==> src/rtl/regfile_pkg.sv <==
// regfile_pkg: shared sizes and types for the 2R1W register file
package regfile_pkg;
    localparam int DATA_W   = 32;
    localparam int NUM_REGS = 32;
    localparam int ADDR_W   = 5;
    typedef enum logic {RF_IDLE, RF_SCRUB} rf_state_t;
    typedef logic [DATA_W-1:0] rf_word_t;
endpackage

==> src/rtl/regfile_wdec.sv <==
// regfile_wdec: one-hot write decoder, GR0 never loads, no loads while scrubbing
module regfile_wdec
    import regfile_pkg::*;
#(
    parameter int AW = ADDR_W,
    parameter int NR = NUM_REGS
) (
    input  logic [AW-1:0] RW,
    input  logic          WE,
    input  logic          Busy,
    output logic [NR-1:0] load
);
    always_comb begin
        load = '0;
        if (WE && !Busy) load[RW] = 1'b1;
        load[0] = 1'b0;
    end
endmodule

==> src/rtl/register_file_2r1w.sv <==
// register_file_2r1w: 32x32 register file, two async reads, one sync write, scrub sequencer
// Optional write-through read bypass: define REGFILE_WRITE_BYPASS_EN.
module register_file_2r1w
    import regfile_pkg::*;
(
    input  logic              Clk,
    input  logic              Rst_n,
    input  logic [ADDR_W-1:0] RA,
    input  logic [ADDR_W-1:0] RB,
    output rf_word_t          PA,
    output rf_word_t          PB,
    input  logic [ADDR_W-1:0] RW,
    input  rf_word_t          PW,
    input  logic              WE,
    input  logic              ClrReq,
    output logic              Busy
);
    rf_word_t          regs [NUM_REGS];
    rf_state_t         state;
    logic [ADDR_W-1:0] idx;
    logic [NUM_REGS-1:0] load;
    rf_word_t          rd_a, rd_b;

    regfile_wdec #(.AW(ADDR_W), .NR(NUM_REGS)) u_wdec (
        .RW   (RW),
        .WE   (WE),
        .Busy (Busy),
        .load (load)
    );

    always_ff @(posedge Clk or negedge Rst_n) begin
        if (!Rst_n) begin
            for (int i = 0; i < NUM_REGS; i++) regs[i] <= '0;
            state <= RF_IDLE;
            idx   <= '0;
            Busy  <= 1'b0;
        end else begin
            for (int i = 1; i < NUM_REGS; i++)
                if (load[i]) regs[i] <= PW;
            case (state)
                RF_IDLE: if (ClrReq) begin
                    state <= RF_SCRUB;
                    idx   <= ADDR_W'(1);
                    Busy  <= 1'b1;
                end
                RF_SCRUB: begin
                    regs[idx] <= '0;
                    idx       <= idx + 1'b1;
                    if (idx == ADDR_W'(NUM_REGS - 1)) begin
                        state <= RF_IDLE;
                        Busy  <= 1'b0;
                    end
                end
                default: state <= RF_IDLE;
            endcase
        end
    end

    assign rd_a = (RA == '0) ? '0 : regs[RA];
    assign rd_b = (RB == '0) ? '0 : regs[RB];

`ifdef REGFILE_WRITE_BYPASS_EN
    logic wr_ok;
    assign wr_ok = WE && !Busy && (RW != '0);
    assign PA = (wr_ok && RW == RA) ? PW : rd_a;
    assign PB = (wr_ok && RW == RB) ? PW : rd_b;
`else
    assign PA = rd_a;
    assign PB = rd_b;
`endif
endmodule

==> config.mk <==
export PLATFORM = sky130hd
export DESIGN_NAME = register_file_2r1w
export DESIGN_NICKNAME = d
export VERILOG_FILES = /design/src/rtl/regfile_pkg.sv /design/src/rtl/regfile_wdec.sv /design/src/rtl/register_file_2r1w.sv
export SDC_FILE = /design/constraint.sdc
export NUM_CORES = 2
export LEC_CHECK = 0
export BUFFER_PORTS_ARGS = -buffer_cell sky130_fd_sc_hd__buf_2
export CAP_MARGIN = 0
export CORE_MARGIN = 1
export CORE_UTILIZATION = 50
export DETAILED_ROUTE_END_ITERATION = 10
export PLACE_DENSITY = 0.67
export SETUP_SLACK_MARGIN = 0.3
export SLEW_MARGIN = 20
export SYNTH_ARGS = -nofsm -noshare
export SYNTH_HDL_FRONTEND = slang
export SYNTH_HIERARCHICAL = 1
export SYNTH_SLANG_ARGS = --single-unit
==> constraint.sdc <==
create_clock -name Clk -period 5.6 [get_ports Clk]
set_input_delay 1.68 -clock Clk [delete_from_list [all_inputs] [get_ports Clk]]
set_output_delay 1.68 -clock Clk [all_outputs]
set_load 0.01 [all_outputs]
==> impl_summary.log <==
INFO  metric fmaxAchievable = 187 MHz
INFO  metric cpPeakStageDelay = 0.53 ns
INFO  metric yosys_warnings = 6
INFO  metric setup.worst_path.end_class = output pin
INFO  metric die_area = 0.118 mm2
INFO  metric grt_use_total = 37.7%
INFO  metric crit-reg2reg-capture = regs[821]
INFO  metric rr_startpoint = Busy
INFO  metric path_buf_inv = 4
INFO  metric holdPathEnd = regs[1008]
INFO  metric dieHeight = 344 um
INFO  metric final_nets = 4921
INFO  metric critPathMaxFanout = 8
INFO  metric row_count = 125
INFO  metric min_path_type = register to register
INFO  metric cts_num_sinks = 1031
INFO  metric cts-hold-fix-buffers = 0
INFO  metric setup.worst_path.class = input pin to output pin
INFO  metric layout-area-overhead-vs-synth = 15.3%
INFO  metric worstHoldStart = regs[1008]
INFO  metric setup_tns_final = 0 ns
INFO  metric run_status = completed
INFO  metric cells_along_the_critical_path = bufbuf_16, buf_4, mux4_2, a22oi_2, a311oi_2, buf_4, buf_2
INFO  metric io_buffers = 115
INFO  metric ir_drop = 266 uV
INFO  metric tritoncts = yes
INFO  metric ctsLongestPathBuffers = 3
INFO  metric routabilityCongestion = 0.921
INFO  metric static-leakage-power = 28.9 nW
INFO  metric pin_count_of_the_biggest_net_entering_global_routing = 146
INFO  metric start_util = 50.4%
INFO  metric synth_instances = 4817
INFO  metric most_frequent_cell_on_critical_path = buf_4
INFO  metric vias_per_cell = 6.94
INFO  metric timing.final.max_slew_violations = 0
INFO  metric cap_viol_max_count = 0
INFO  metric synthesis.area = 0.0585 mm2
INFO  metric pwr_density_cell = 372 mW/mm2
INFO  metric grt_first_pass_wirelength = 320000 um
INFO  metric drt_iter0_drc = 5849
INFO  metric detailroute.via_count = 45021
INFO  metric critical_path.top_delay_family = buffers and inverters
INFO  metric fin_util = 58.2%
INFO  metric coreArea = 0.116 mm2
INFO  metric timing.clock.skew = 0.0244 ns
INFO  metric cts-root-buf = clkbuf_16
INFO  metric layout_cell_share_with_drive_strength_beyond_1 = 27.0%
INFO  metric number_of_antenna_violations_at_the_first_check_in_global_routing = 14
INFO  metric rsz0062_at_grt = yes
INFO  metric detailed_place_hpwl = 136000 um
INFO  metric r2r_cells = 7
INFO  metric setup.worst_path.start_class = input pin
INFO  metric io_pins = 116
INFO  metric clk-insertion-delay-late = 0.74 ns
INFO  metric timing.max_slew.rel_slack = 22.6%
INFO  metric hold_viol = 0
INFO  metric worstHoldPathCells = 1
INFO  metric routed_wirelength = 225000 um
INFO  metric required = 3.92 ns
INFO  metric arrival = 3.67 ns
INFO  metric setup_viol_count_final = 0
INFO  metric reg2reg_slack = 2.54 ns
INFO  metric htree_levels = 3
INFO  metric finalCriticalPeriod = 5.35 ns
INFO  metric clk_pin_slew_worst_paths = 0.06 ns
INFO  metric remaining_drc_errors = 0
INFO  metric crit_path_top_delay_cell = mux4_2
INFO  metric die_width = 344 um
INFO  metric postSynthNetCount = 4873
INFO  metric grt.overflow.total = 0
INFO  metric syn_area_per_cell = 12.1 um2
INFO  metric route.detailed.wl_per_inst = 34.7 um
INFO  metric post-route-period-util = 95.5%
INFO  metric final_antenna_net_count = 0
INFO  metric totalPowerFinal = 25.1 mW
INFO  metric num-fill-cells = 9341
INFO  metric worst-slew-pin-transition = 1.16 ns
INFO  metric firstDrtPassIters = 7
INFO  metric cts_made_buffers = 113
INFO  metric first_global_vias = 43918
power breakdown:
group          total [mW]  internal, mW  switching (mW)
Clock                8.03          4.72            3.31
Sequential           10.7          9.17            1.48
Combinational        6.44          2.87            3.57
area by class of cell:
| type | instances | area (um2) | share of cell area, % |
|---|---|---|---|
| well taps | 1524 | 1910 | 2.83 |
| clock inverters | 57 | 707 | 1.05 |
| clock buffers | 154 | 3260 | 4.84 |
| repair buffers | 461 | 4860 | 7.21 |
| flip-flops and latches | 1031 | 25800 | 38.2 |
| diodes | 3 | 7.51 | 0.0111 |
| multi-input cells | 3253 | 30900 | 45.8 |
| inverters | 5 | 23.8 | 0.0352 |
how the worst max path moves through the flow:
stage / cells after the start / slack (ns) / startpoint / end
2_1_floorplan: 7 / 0.86 / RA[0] / PA[11]
3_3_place_gp: 8 / 0.03 / RB[2] / PB[7]
3_5_place_dp: 8 / 0.06 / RB[2] / PB[10]
4_1_cts: 8 / 0.24 / RB[0] / PB[10]
5_1_grt: 8 / 0.24 / RA[1] / PA[24]
6_report: 7 / 0.25 / RA[1] / PA[6]
worst register-to-register path: stages, from the launching register on:
cell	delay, ns
dfrtp_1	0.53
buf_4	0.28
nand4bb_1	0.20
buf_4	0.23
nor2_4	0.87
buf_4	0.46
mux2i_1	0.29
nor2_1	0.06
layer usage:
metal  track usage [%]  wire, um  vias to the layer above  part of all wire [%]
met4              20.7     13900                       18                   6.2
li1                  -         -                    17654                     -
met5            0.0801       116                        -                 0.051
met1              49.7     83000                    23145                    37
met2              54.8     98600                     3367                    44
met3              12.8     29800                      837                    13
sequential cells by signal (all words and copies together), names as in the netlist:
name / flops
state: 1
regs: 1024
Busy: 1
idx: 5
what timing repair did:
item	CTS	global route
pin swaps	2	12
gates resized for setup	59	77
buffers inserted	10	31
endpoints found under the setup margin	52	49
endpoints found under the hold margin	0	0
cloned	14	6
cells in the final DEF (no fill, tap or decap), types with 18 or more instances in the layout:
cell / n
mux2_2: 64
buf_12: 55
o21ai_1: 93
and2_1: 32
nor2b_1: 65
buf_2: 106
buf_16: 23
a311oi_1: 35
a221oi_1: 25
mux2i_1: 1120
buf_4: 237
a211oi_1: 41
a311oi_2: 27
a211oi_2: 23
clkbuf_8: 24
nor2_1: 997
nand2_1: 41
clkinv_2: 29
buf_6: 18
dfrtp_1: 1031
a221oi_2: 21
a22oi_1: 54
clkbuf_16: 121
nor2_4: 64
mux4_2: 440
metrics by stage:
stage                     worst slack [ns]  std cells  hold WS [ns]  instance area [um2]
after floorplan                      0.862       4817         0.464                58500
after global placement              0.0327       6213         0.485                61800
after detailed placement            0.0557       6213         0.492                61800
after CTS                            0.236       6448         0.507                66700
after global routing                 0.242       6485         0.525                67500
final                                0.254       6488         0.505                67500
Note: power is estimated with default switching activity, not from simulation.
